==> config.mk <==
export PLATFORM = sky130hd
export DESIGN_NAME = multicycle_control
export DESIGN_NICKNAME = d
export VERILOG_FILES = /design/src/rtl/multicycle_control.sv
export SDC_FILE = /design/constraint.sdc
export NUM_CORES = 1
export LEC_CHECK = 0
export CELL_PAD_IN_SITES_DETAIL_PLACEMENT = 0
export CELL_PAD_IN_SITES_GLOBAL_PLACEMENT = 2
export CORE_MARGIN = 8
export CORE_UTILIZATION = 28
export CTS_CLUSTER_SIZE = 16
export DETAILED_ROUTE_END_ITERATION = 6
export PLACE_DENSITY_LB_ADDON = 0.1
export SLEW_MARGIN = 20
export SYNTH_ARGS = -nofsm -noshare
export SYNTH_HDL_FRONTEND = slang
export SYNTH_SLANG_ARGS = --single-unit
export TNS_END_PERCENT = 1
==> constraint.sdc <==
create_clock -name clk -period 2.86 [get_ports clk]
set_input_delay 0.286 -clock clk [delete_from_list [all_inputs] [get_ports clk]]
set_output_delay 0.286 -clock clk [all_outputs]
set_load 0.02 [all_outputs]
==> src/rtl/multicycle_control.sv <==
// Control FSM for a multicycle MIPS-subset datapath: decodes the opcode into datapath
// controls, waits on a memory handshake, flags unsupported opcodes and counts retired instructions.
module multicycle_control (
    input  logic        clk,
    input  logic        rst_n,
    input  logic [5:0]  opcode,
    input  logic        zf,
    input  logic        mem_ready,
    output logic        pc_write,
    output logic        pc_write_cond,
    output logic        iord,
    output logic        mem_read,
    output logic        mem_write,
    output logic        ir_write,
    output logic        mem_to_reg,
    output logic        reg_dst,
    output logic        reg_write,
    output logic        alu_src_a,
    output logic [1:0]  alu_src_b,
    output logic [1:0]  alu_op,
    output logic [1:0]  pc_source,
    output logic [3:0]  state,
    output logic        illegal,
    output logic [15:0] retired
);

    typedef enum logic [3:0] {
        S_FETCH   = 4'd0,
        S_DECODE  = 4'd1,
        S_MEMADR  = 4'd2,
        S_MEMRD   = 4'd3,
        S_MEMWB   = 4'd4,
        S_MEMWR   = 4'd5,
        S_EXEC    = 4'd6,
        S_RWB     = 4'd7,
        S_BRANCH  = 4'd8,
        S_JUMP    = 4'd9,
        S_ADDI_EX = 4'd10,
        S_ADDI_WB = 4'd11,
        S_TRAP    = 4'd12
    } state_t;

    localparam logic [5:0] OP_RTYPE = 6'b000000;
    localparam logic [5:0] OP_LW    = 6'b100011;
    localparam logic [5:0] OP_SW    = 6'b101011;
    localparam logic [5:0] OP_BEQ   = 6'b000100;
    localparam logic [5:0] OP_J     = 6'b000010;
    localparam logic [5:0] OP_ADDI  = 6'b001000;

    state_t      state_q, state_d;
    logic [15:0] retired_q, retired_d;
    logic        illegal_q, illegal_d;
    logic        retire;

    // The zero flag is combined with pc_write_cond outside this block.
    wire unused_zf = zf;

    always_ff @(posedge clk or negedge rst_n) begin
        if (!rst_n) begin
            state_q   <= S_FETCH;
            retired_q <= 16'd0;
            illegal_q <= 1'b0;
        end else begin
            state_q   <= state_d;
            retired_q <= retired_d;
            illegal_q <= illegal_d;
        end
    end

    always_comb begin
        state_d = state_q;
        retire  = 1'b0;
        case (state_q)
            S_FETCH:   if (mem_ready) state_d = S_DECODE;
            S_DECODE: begin
                case (opcode)
                    OP_RTYPE:     state_d = S_EXEC;
                    OP_LW, OP_SW: state_d = S_MEMADR;
                    OP_BEQ:       state_d = S_BRANCH;
                    OP_J:         state_d = S_JUMP;
                    OP_ADDI:      state_d = S_ADDI_EX;
                    default:      state_d = S_TRAP;
                endcase
            end
            S_MEMADR:  state_d = (opcode == OP_LW) ? S_MEMRD : S_MEMWR;
            S_MEMRD:   if (mem_ready) state_d = S_MEMWB;
            S_MEMWR: begin
                if (mem_ready) begin
                    state_d = S_FETCH;
                    retire  = 1'b1;
                end
            end
            S_EXEC:    state_d = S_RWB;
            S_ADDI_EX: state_d = S_ADDI_WB;
            S_MEMWB, S_RWB, S_BRANCH, S_JUMP, S_ADDI_WB: begin
                state_d = S_FETCH;
                retire  = 1'b1;
            end
            S_TRAP:    state_d = S_TRAP;
            default:   state_d = S_FETCH;
        endcase
        retired_d = retire ? retired_q + 16'd1 : retired_q;
        illegal_d = illegal_q | (state_d == S_TRAP);
    end

    always_comb begin
        pc_write      = 1'b0;
        pc_write_cond = 1'b0;
        iord          = 1'b0;
        mem_read      = 1'b0;
        mem_write     = 1'b0;
        ir_write      = 1'b0;
        mem_to_reg    = 1'b0;
        reg_dst       = 1'b0;
        reg_write     = 1'b0;
        alu_src_a     = 1'b0;
        alu_src_b     = 2'b00;
        alu_op        = 2'b00;
        pc_source     = 2'b00;
        case (state_q)
            S_FETCH: begin
                mem_read  = 1'b1;
                alu_src_b = 2'b01;
                // IR load and PC+4 commit only in the cycle the fetch completes.
                ir_write  = mem_ready;
                pc_write  = mem_ready;
            end
            S_DECODE:  alu_src_b = 2'b11;
            S_MEMADR, S_ADDI_EX: begin
                alu_src_a = 1'b1;
                alu_src_b = 2'b10;
            end
            S_MEMRD: begin
                mem_read = 1'b1;
                iord     = 1'b1;
            end
            S_MEMWB: begin
                reg_write  = 1'b1;
                mem_to_reg = 1'b1;
            end
            S_MEMWR: begin
                mem_write = 1'b1;
                iord      = 1'b1;
            end
            S_EXEC: begin
                alu_src_a = 1'b1;
                alu_op    = 2'b10;
            end
            S_RWB: begin
                reg_write = 1'b1;
                reg_dst   = 1'b1;
            end
            S_BRANCH: begin
                alu_src_a     = 1'b1;
                alu_op        = 2'b01;
                pc_write_cond = 1'b1;
                pc_source     = 2'b01;
            end
            S_JUMP: begin
                pc_write  = 1'b1;
                pc_source = 2'b10;
            end
            S_ADDI_WB: reg_write = 1'b1;
            default: ;
        endcase
    end

    assign state   = state_q;
    assign retired = retired_q;
    assign illegal = illegal_q;

endmodule

Word-level counts from Yosys, hierarchy flattened
Index checks and enable logic that the tools add are counted.
Widths: inputs -> output; s select.
{"block": "classes", "n_mux": 21, "bitwise": 1, "eq_ne": 18, "addsub": 1, "reduce_logical": 9}
{"op": "$pmux 4 s8", "count": 1}
{"op": "$eq 4x4->1 const B", "count": 6}
{"op": "$pmux 4 s5", "count": 1}
{"op": "$add 16x1->16 const B", "count": 1}
{"op": "$eq 4x3->1 const B", "count": 4}
{"op": "$eq 6x6->1 const B", "count": 2}
{"op": "$mux 4", "count": 3}
{"op": "$mux 1", "count": 10}
{"op": "$eq 4x2->1 const B", "count": 2}
{"op": "$pmux 2 s2", "count": 2}
{"op": "$reduce_or 2->1", "count": 4}
{"op": "$eq 6x2->1 const B", "count": 1}
{"op": "$eq 6x3->1 const B", "count": 1}
{"op": "$eq 6x4->1 const B", "count": 1}
{"op": "$logic_not 6->1", "count": 1}
{"op": "$pmux 2 s3", "count": 1}
{"op": "$reduce_or 5->1", "count": 1}
{"op": "$eq 4x1->1 const B", "count": 1}
{"op": "$logic_not 4->1", "count": 1}
{"op": "$pmux 1 s2", "count": 2}
{"op": "$reduce_or 4->1", "count": 1}
{"op": "$mux 3", "count": 1}
{"op": "$reduce_or 3->1", "count": 1}
{"op": "$or 1x1->1", "count": 1}
{"block": "word_totals", "register_bits": 21, "out_inout_bits": 37}

Logic depth before layout (Yosys ltp)
Gate-level depths: netlist of the first run.
{"block": "logic_depth", "word_depth": 6, "depth_mapped": 6, "ltp_nobuf": 5}

Worst setup path before layout of the first run
OpenSTA, ideal clock, no wires.
{"block": "synth_path", "path_kind": "register to output", "startpoint": "register state_q[1], in the netlist state[1]", "endpoint": "output pc_write", "stages_incl_launch_ff": 5, "n_path_buf": 1, "slack_ns": 0.525, "arrival_ns": 2.049, "cell_sequence": "dfrtp_1 or2_2 clkbuf_1 nor4b_1 or2_1"}
{"block": "synth_via", "elab_chain_len": 2, "elab_cells_between_ends": 3, "cone_classes": "eq/ne: 1; mux: 1; reduce/logical: 1"}
{"element": "start, declared", "line": "50", "text": "state_t state_q, state_d;"}
{"element": "start signal, assigned", "line": "64", "text": "state_q <= state_d;"}
{"element": "$eq 4x4->1 / $logic_not 4->1 (equally long branches)", "line": "120", "text": "case (state_q)"}
{"element": "$pmux 1 s2 *", "line": "120"}
{"element": "end, declared", "line": "9", "text": "output logic pc_write,"}
Every way passes the cells marked *; elsewhere a longest branch is shown, timed or not.

Worst setup path in the final report of the first run
{"block": "layout_path", "startpoint": "register state_q[2], in the netlist state[2]", "endpoint": "output reg_write"}
{"block": "layout_via", "elab_chain_len": 3, "elab_cells_between_ends": 5, "cone_classes": "eq/ne: 3; mux: 1; reduce/logical: 1"}
{"element": "$eq 4x3->1 / $eq 4x4->1 (equally long branches)", "line": "120"}
{"element": "$reduce_or 3->1 (no line) *"}
{"element": "$mux 1 *", "line": "120"}
{"element": "end, declared", "line": "17", "text": "output logic reg_write,"}
Marked as above.

==> qor.yml, run 1 <==
status: "finished clean"
grt_pass1_wl_um: 6220
postSynthAreaPerCell_um2: 9.21
tightest_slew_ns: 0.927
drt_first_pass_iters: 4
synthTopCellsByCount: "dfrtp_1 (21), nor2_1 (18), nand2_1 (13)"
synth.top_cell.area_share: 0.396
power.switching_mw: 0.734
wl_per_cell_um: 15.5
hold_path_startpoint: "retired[15]"
seqPwrFrac: 0.285
synth_area_um2: 1330
ir_drop_mv: 0.501
postSynthCellCount: 144
finalSetupTns_ns: 0
use_met3: 0.0203
cts_root_buf: "clkbuf_8"
yosys.cell_count.top_type: "dfrtp_1"
relSlewSlack: 0.380
met1_usage: 0.109
chipWidth_um: 84.8
fin_skew_ns: 0.00252
critPathLaunchType: "register"
numCtsBuffers: 3
cts_sinks: 21
yosysSeqAreaShare: 0.396
post_dp_cell_area_um2: 1820
startpoint: "state[2]"
tritoncts: "done"
hp-class: "register to register"
initial_core_util: 0.285
layout_worst_path_cycle_share: 0.864
required_ns: 2.57
stdcell_area_um2: 1870
areaGrowthSynthToFinish_pct: 40.9
synthTopCellsByArea: "dfrtp_1 (40%), xor2_1 (5.9%), nor2_1 (5.1%)"
synthesis.nets: 155
fp.coreArea_um2: 4660
reg2reg_from: "state[2]"
path_max_fanout: 17
clk_latency_ns: 0.26
cts_hold_buf: 0
synth_edf_count: 0
grt_max_degree: 22
ys_async_sr_fraction: 1.00
io_pins: 47
vias_per_cell: 5.05
swShare: 0.452
grt_pass1_vias: 1341
cap_violations: 0
dp_cells: 238
drtIter0Drc: 99
grt_overflow_total: 0
via_count: 1221
p_leak_nw: 0.771
routed_wl_um: 3740
drive_gt1_frac: 0.0904
layout_min_cycle_time_ns: 2.47
top_usage_layer: "met2"
ant_nets: 0
n_antenna_cell: 0
end_kind: "output port"
setup_viol_count_final: 0
pre_cts_slack_ns: 0.551
p_int_mw: 0.889
grt_util_met2: 0.194
yosys_warnings: 0
ys_ff_latch: 21
post-cts-setup-buffer-count: 0
power_frac_comb: 0.594
fin_nets: 200
clock_path_buffers: 2
finalHoldViolations: 0
synth-main-ff-cell: "dfrtp_1"
cp.arrival_ns: 2.18
final_cells: 242
cts.clk_slew.worst_paths_ns: 0.08
clock_power_share: 0.120
dieHeight_um: 84.8
post-synth-top-area-cell: "dfrtp_1"
cts-resized-gates: 0
timing.final.ws_setup_ns: 0.390
fmax_mhz: 405
slew_violations: 0
yosysUniqueCellTypes: 46
routabilityCongestion: 0.760
nFillCells: 479
io_buffers: 45
die_area_um2: 7200
rows: 25
dpl.hpwl_um: 2850
antenna_found_initial: 0
rsz0062_at_grt: "no"
h-tree-depth: 1
crit_type: "register to output port"
grt.total_usage: 0.104
drc: 0
powerDensity_nw_per_um2: 869
[metrics by stage]
| stage | power, mW | hold slack [ns] | utilization |
|---|---|---|---|
| floorplan | 1.04 | -0.00959 | - |
| global placement | 1.45 | 0.458 | 0.391 |
| detailed placement | 1.44 | 0.461 | 0.391 |
| CTS | 1.65 | 0.475 | 0.401 |
| global route | 1.74 | 0.492 | 0.401 |
| finish | 1.62 | 0.473 | 0.401 |
[final cells by class]
cell class,instances,area [um^2],area share
inverters,3,11.3,0.00602
clock buffers,4,45.0,0.0241
flip-flops and latches,21,526,0.281
multi-input cells,113,754,0.404
well taps,54,67.6,0.0361
repair buffers,47,465,0.249
[worst paths after layout]
kind / slack, ns / end / depth (start not counted)
max: 0.39 / reg_write / 5
min: 0.47 / retired[15] / 1
max reg2reg: 0.90 / retired[14] / 5
min reg2reg: 0.47 / retired[15] / 1
max in group asynchronous: 1.75 / state[3] / 1
min in group asynchronous: 0.54 / retired[6] / 1
[logic make-up (layout without fill, tap and decap cells)]
family          count (synthesis)  count (layout)  synth area share
flops                          21              21             0.396
compound gates                 19              19             0.110
mux                             1               1           0.00849
buf+inv                        10              54            0.0349
simple gates                   76              76             0.335
xor+xnor                       16              16             0.106
fa+ha+maj                       1               1           0.00943
[metal layers]
metal | vias to the layer above | share of wire
li1 | 604 | -
met1 | 590 | 0.42
met2 | 25 | 0.53
met3 | 2 | 0.040
met4 | 0 | 0.011
met5 | - | 0
[power by group through the flow]
stage | clock, mW | combinational [mW] | sequential, mW
after floorplan | 0 | 0.534 | 0.504
after global placement | 0 | 0.977 | 0.469
after detailed placement | 0 | 0.973 | 0.471
after CTS | 0.205 | 0.980 | 0.467
after global routing | 0.221 | 1.04 | 0.480
final | 0.195 | 0.965 | 0.463
[layout by cell type, fill, tap and decap left out, types with 2 or more instances in the layout]
cell,count
nand4_1,6
nor2b_1,3
inv_1,3
buf_4,2
o221ai_1,2
xor2_1,9
xnor2_1,7
nor4_4,2
nor3_1,5
or2_2,2
nand2_2,2
dfrtp_1,21
nand3_1,5
and3_1,6
clkbuf_8,3
nor2_1,18
nand3b_1,2
nand2b_1,2
nor4b_1,2
o21ai_0,3
nand2_1,13
clkdlybuf4s50_1,45
[sequential cells by signal, summed over array words and instances (netlist names)]
register	cells
illegal	1
state	4
retired	16
[critical path, stage by stage (launching register included)]
cell and delay, ns:
dfrtp_1 0.70, inv_1 0.11, nand2_1 0.21, a21oi_1 0.09, or2_2 0.27, clkdlybuf4s50_1 0.55
No activity file was read; power rests on OpenSTA's default activity.
==> inputs of run 2 (changes only) <==
RECOVER_POWER = 100   (was default)
==> qor.yml, run 2 (synthesized netlist as in run 1, its figures left out) <==
status: "finished clean"  # unchanged
clock_power_share: 0.128  # was 0.120
drt_first_pass_iters: 4  # unchanged
cts_sinks: 21  # unchanged
grt_max_degree: 22  # unchanged
initial_core_util: 0.285  # unchanged
worstHoldPathCells: 1  # unchanged
nFillCells: 483  # was 479
io_buffers: 45  # unchanged
rsz0062_at_grt: "no"  # unchanged
grt.total_usage: 0.104  # unchanged
dieHeight_um: 84.8  # unchanged
largest_reg_flops: 16  # unchanged
end_kind: "output port"  # unchanged
antenna_found_initial: 0  # unchanged
layout_worst_path_cycle_share: 0.896  # was 0.864
grt_pass1_vias: 1341  # unchanged
finalSetupTns_ns: 0  # unchanged
seqPwrFrac: 0.301  # was 0.285
post-cts-setup-buffer-count: 0  # unchanged
swShare: 0.460  # was 0.452
power.switching_mw: 0.702  # was 0.734 mW
worst-r2r-cell-count: 4  # was 5
p_total_mw: 1.53  # was 1.62 mW
clock_path_buffers: 2  # unchanged
holdPathEnd: "retired[15]"  # unchanged
layout_commonest_cell: "dlygate4sd3_1"  # was clkdlybuf4s50_1
hp-class: "register to register"  # unchanged
h-tree-depth: 1  # unchanged
fmax_mhz: 390  # was 405 MHz
vias_per_cell: 5.09  # was 5.05
io_pins: 47  # unchanged
ir_drop_mv: 0.454  # was 0.501 mV
drtIter0Drc: 90  # was 99
p_leak_nw: 0.839  # was 0.771 nW
tightest_slew_ns: 0.949  # was 0.927 ns
layout_min_cycle_time_ns: 2.56  # was 2.47 ns
die_area_um2: 7200  # unchanged
areaGrowthSynthToFinish_pct: 37.5  # was 40.9%
reg2reg_from: "state[2]"  # unchanged
numCtsBuffers: 3  # unchanged
path_max_fanout: 17  # unchanged
hold_path_startpoint: "retired[15]"  # unchanged
cts-resized-gates: 0  # unchanged
cts.clk_slew.worst_paths_ns: 0.08  # about the same
clk_latency_ns: 0.26  # about the same
ant_nets: 0  # unchanged
fin_skew_ns: 0.00253  # was 0.00252 ns
tritoncts: "done"  # unchanged
power_frac_comb: 0.572  # was 0.594
drc: 0  # unchanged
n_antenna_cell: 0  # unchanged
fp.coreArea_um2: 4660  # unchanged
cts_hold_buf: 0  # unchanged
layout_common_cells: "dlygate4sd3_1 (40), dfrtp_1 (21), nor2_1 (18)"  # was clkdlybuf4s50_1 (45), dfrtp_1 (21), nor2_1 (18)
powerDensity_nw_per_um2: 837  # was 869 nW/um^2
setup_viol_count_final: 0  # unchanged
p_int_mw: 0.825  # was 0.889 mW
dpl.hpwl_um: 2850  # unchanged
regToRegEndpoint: "retired[14]"  # unchanged
wl_per_cell_um: 15.5  # about the same
via_count: 1232  # was 1,221
cap_violations: 0  # unchanged
crit_type: "register to output port"  # unchanged
critPathLaunchType: "register"  # unchanged
grt_overflow_total: 0  # unchanged
relSlewSlack: 0.362  # was 0.380
startpoint: "state[2]"  # unchanged
reg2reg_slack_ns: 0.59  # was 0.90 ns
finalHoldViolations: 0  # unchanged
drive_gt1_frac: 0.0638  # was 0.0904
fin_nets: 200  # unchanged
slew_violations: 0  # unchanged
cts_root_buf: "clkbuf_8"  # unchanged
rows: 25  # unchanged
chipWidth_um: 84.8  # unchanged
required_ns: 2.57  # about the same
routed_wl_um: 3760  # was 3740 um
grt_pass1_wl_um: 6220  # unchanged
routabilityCongestion: 0.760  # unchanged
cp.arrival_ns: 2.28  # was 2.18 ns
run 2: power by group through the flow:
stage	Combinational [mW]	Sequential (mW)	Clock [mW]
finish	0.873	0.459	0.195
global route	0.953	0.476	0.221
CTS	0.980	0.467	0.205
detailed placement	0.973	0.471	0
global placement	0.977	0.469	0
floorplan	0.534	0.504	0
run 2: final cells by class:
type	instances	area, um^2	area share
Multi-Input combinational cell	113	709	0.389
Timing Repair Buffer	47	465	0.255
Clock buffer	4	45.0	0.0247
Tap cell	54	67.6	0.0370
Inverter	3	11.3	0.00617
Sequential cell	21	526	0.288
run 2: per-layer routing:
metal	share of wire	GRT usage	vias up	wire [um]
li1	-	-	603	-
met5	0	0	-	0
met2	0.53	0.194	27	1990
met1	0.42	0.109	600	1570
met4	0.011	0.0534	0	40
met3	0.041	0.0203	2	154
run 2: worst max-delay path, stage by stage, from the launching register on:
cell and delay, ns:
dfrtp_1 0.69, inv_1 0.11, nand2_1 0.21, a21oi_1 0.09, or2_2 0.26, dlygate4sd3_1 0.66
run 2: through the flow:
step / hold slack [ns] / utilization / cell area, um^2 / worst slack (ns) / instances
detailed placement: 0.461 / 0.391 / 1820 / 0.551 / 238
global route: 0.488 / 0.391 / 1820 / 0.132 / 242
floorplan: -0.00959 / - / 1330 / 0.525 / 144
finish: 0.468 / 0.391 / 1820 / 0.297 / 242
global placement: 0.458 / 0.391 / 1820 / 0.571 / 238
CTS: 0.475 / 0.401 / 1870 / 0.366 / 242
run 2: worst max path at each step:
| stage | cells after the start | to | slack (ns) |
|---|---|---|---|
| global route | 5 | reg_write | 0.13 |
| floorplan | 4 | pc_write | 0.52 |
| global placement | 4 | pc_write | 0.57 |
| CTS | 5 | reg_write | 0.37 |
| finish | 5 | reg_write | 0.30 |
| detailed placement | 4 | pc_write | 0.55 |
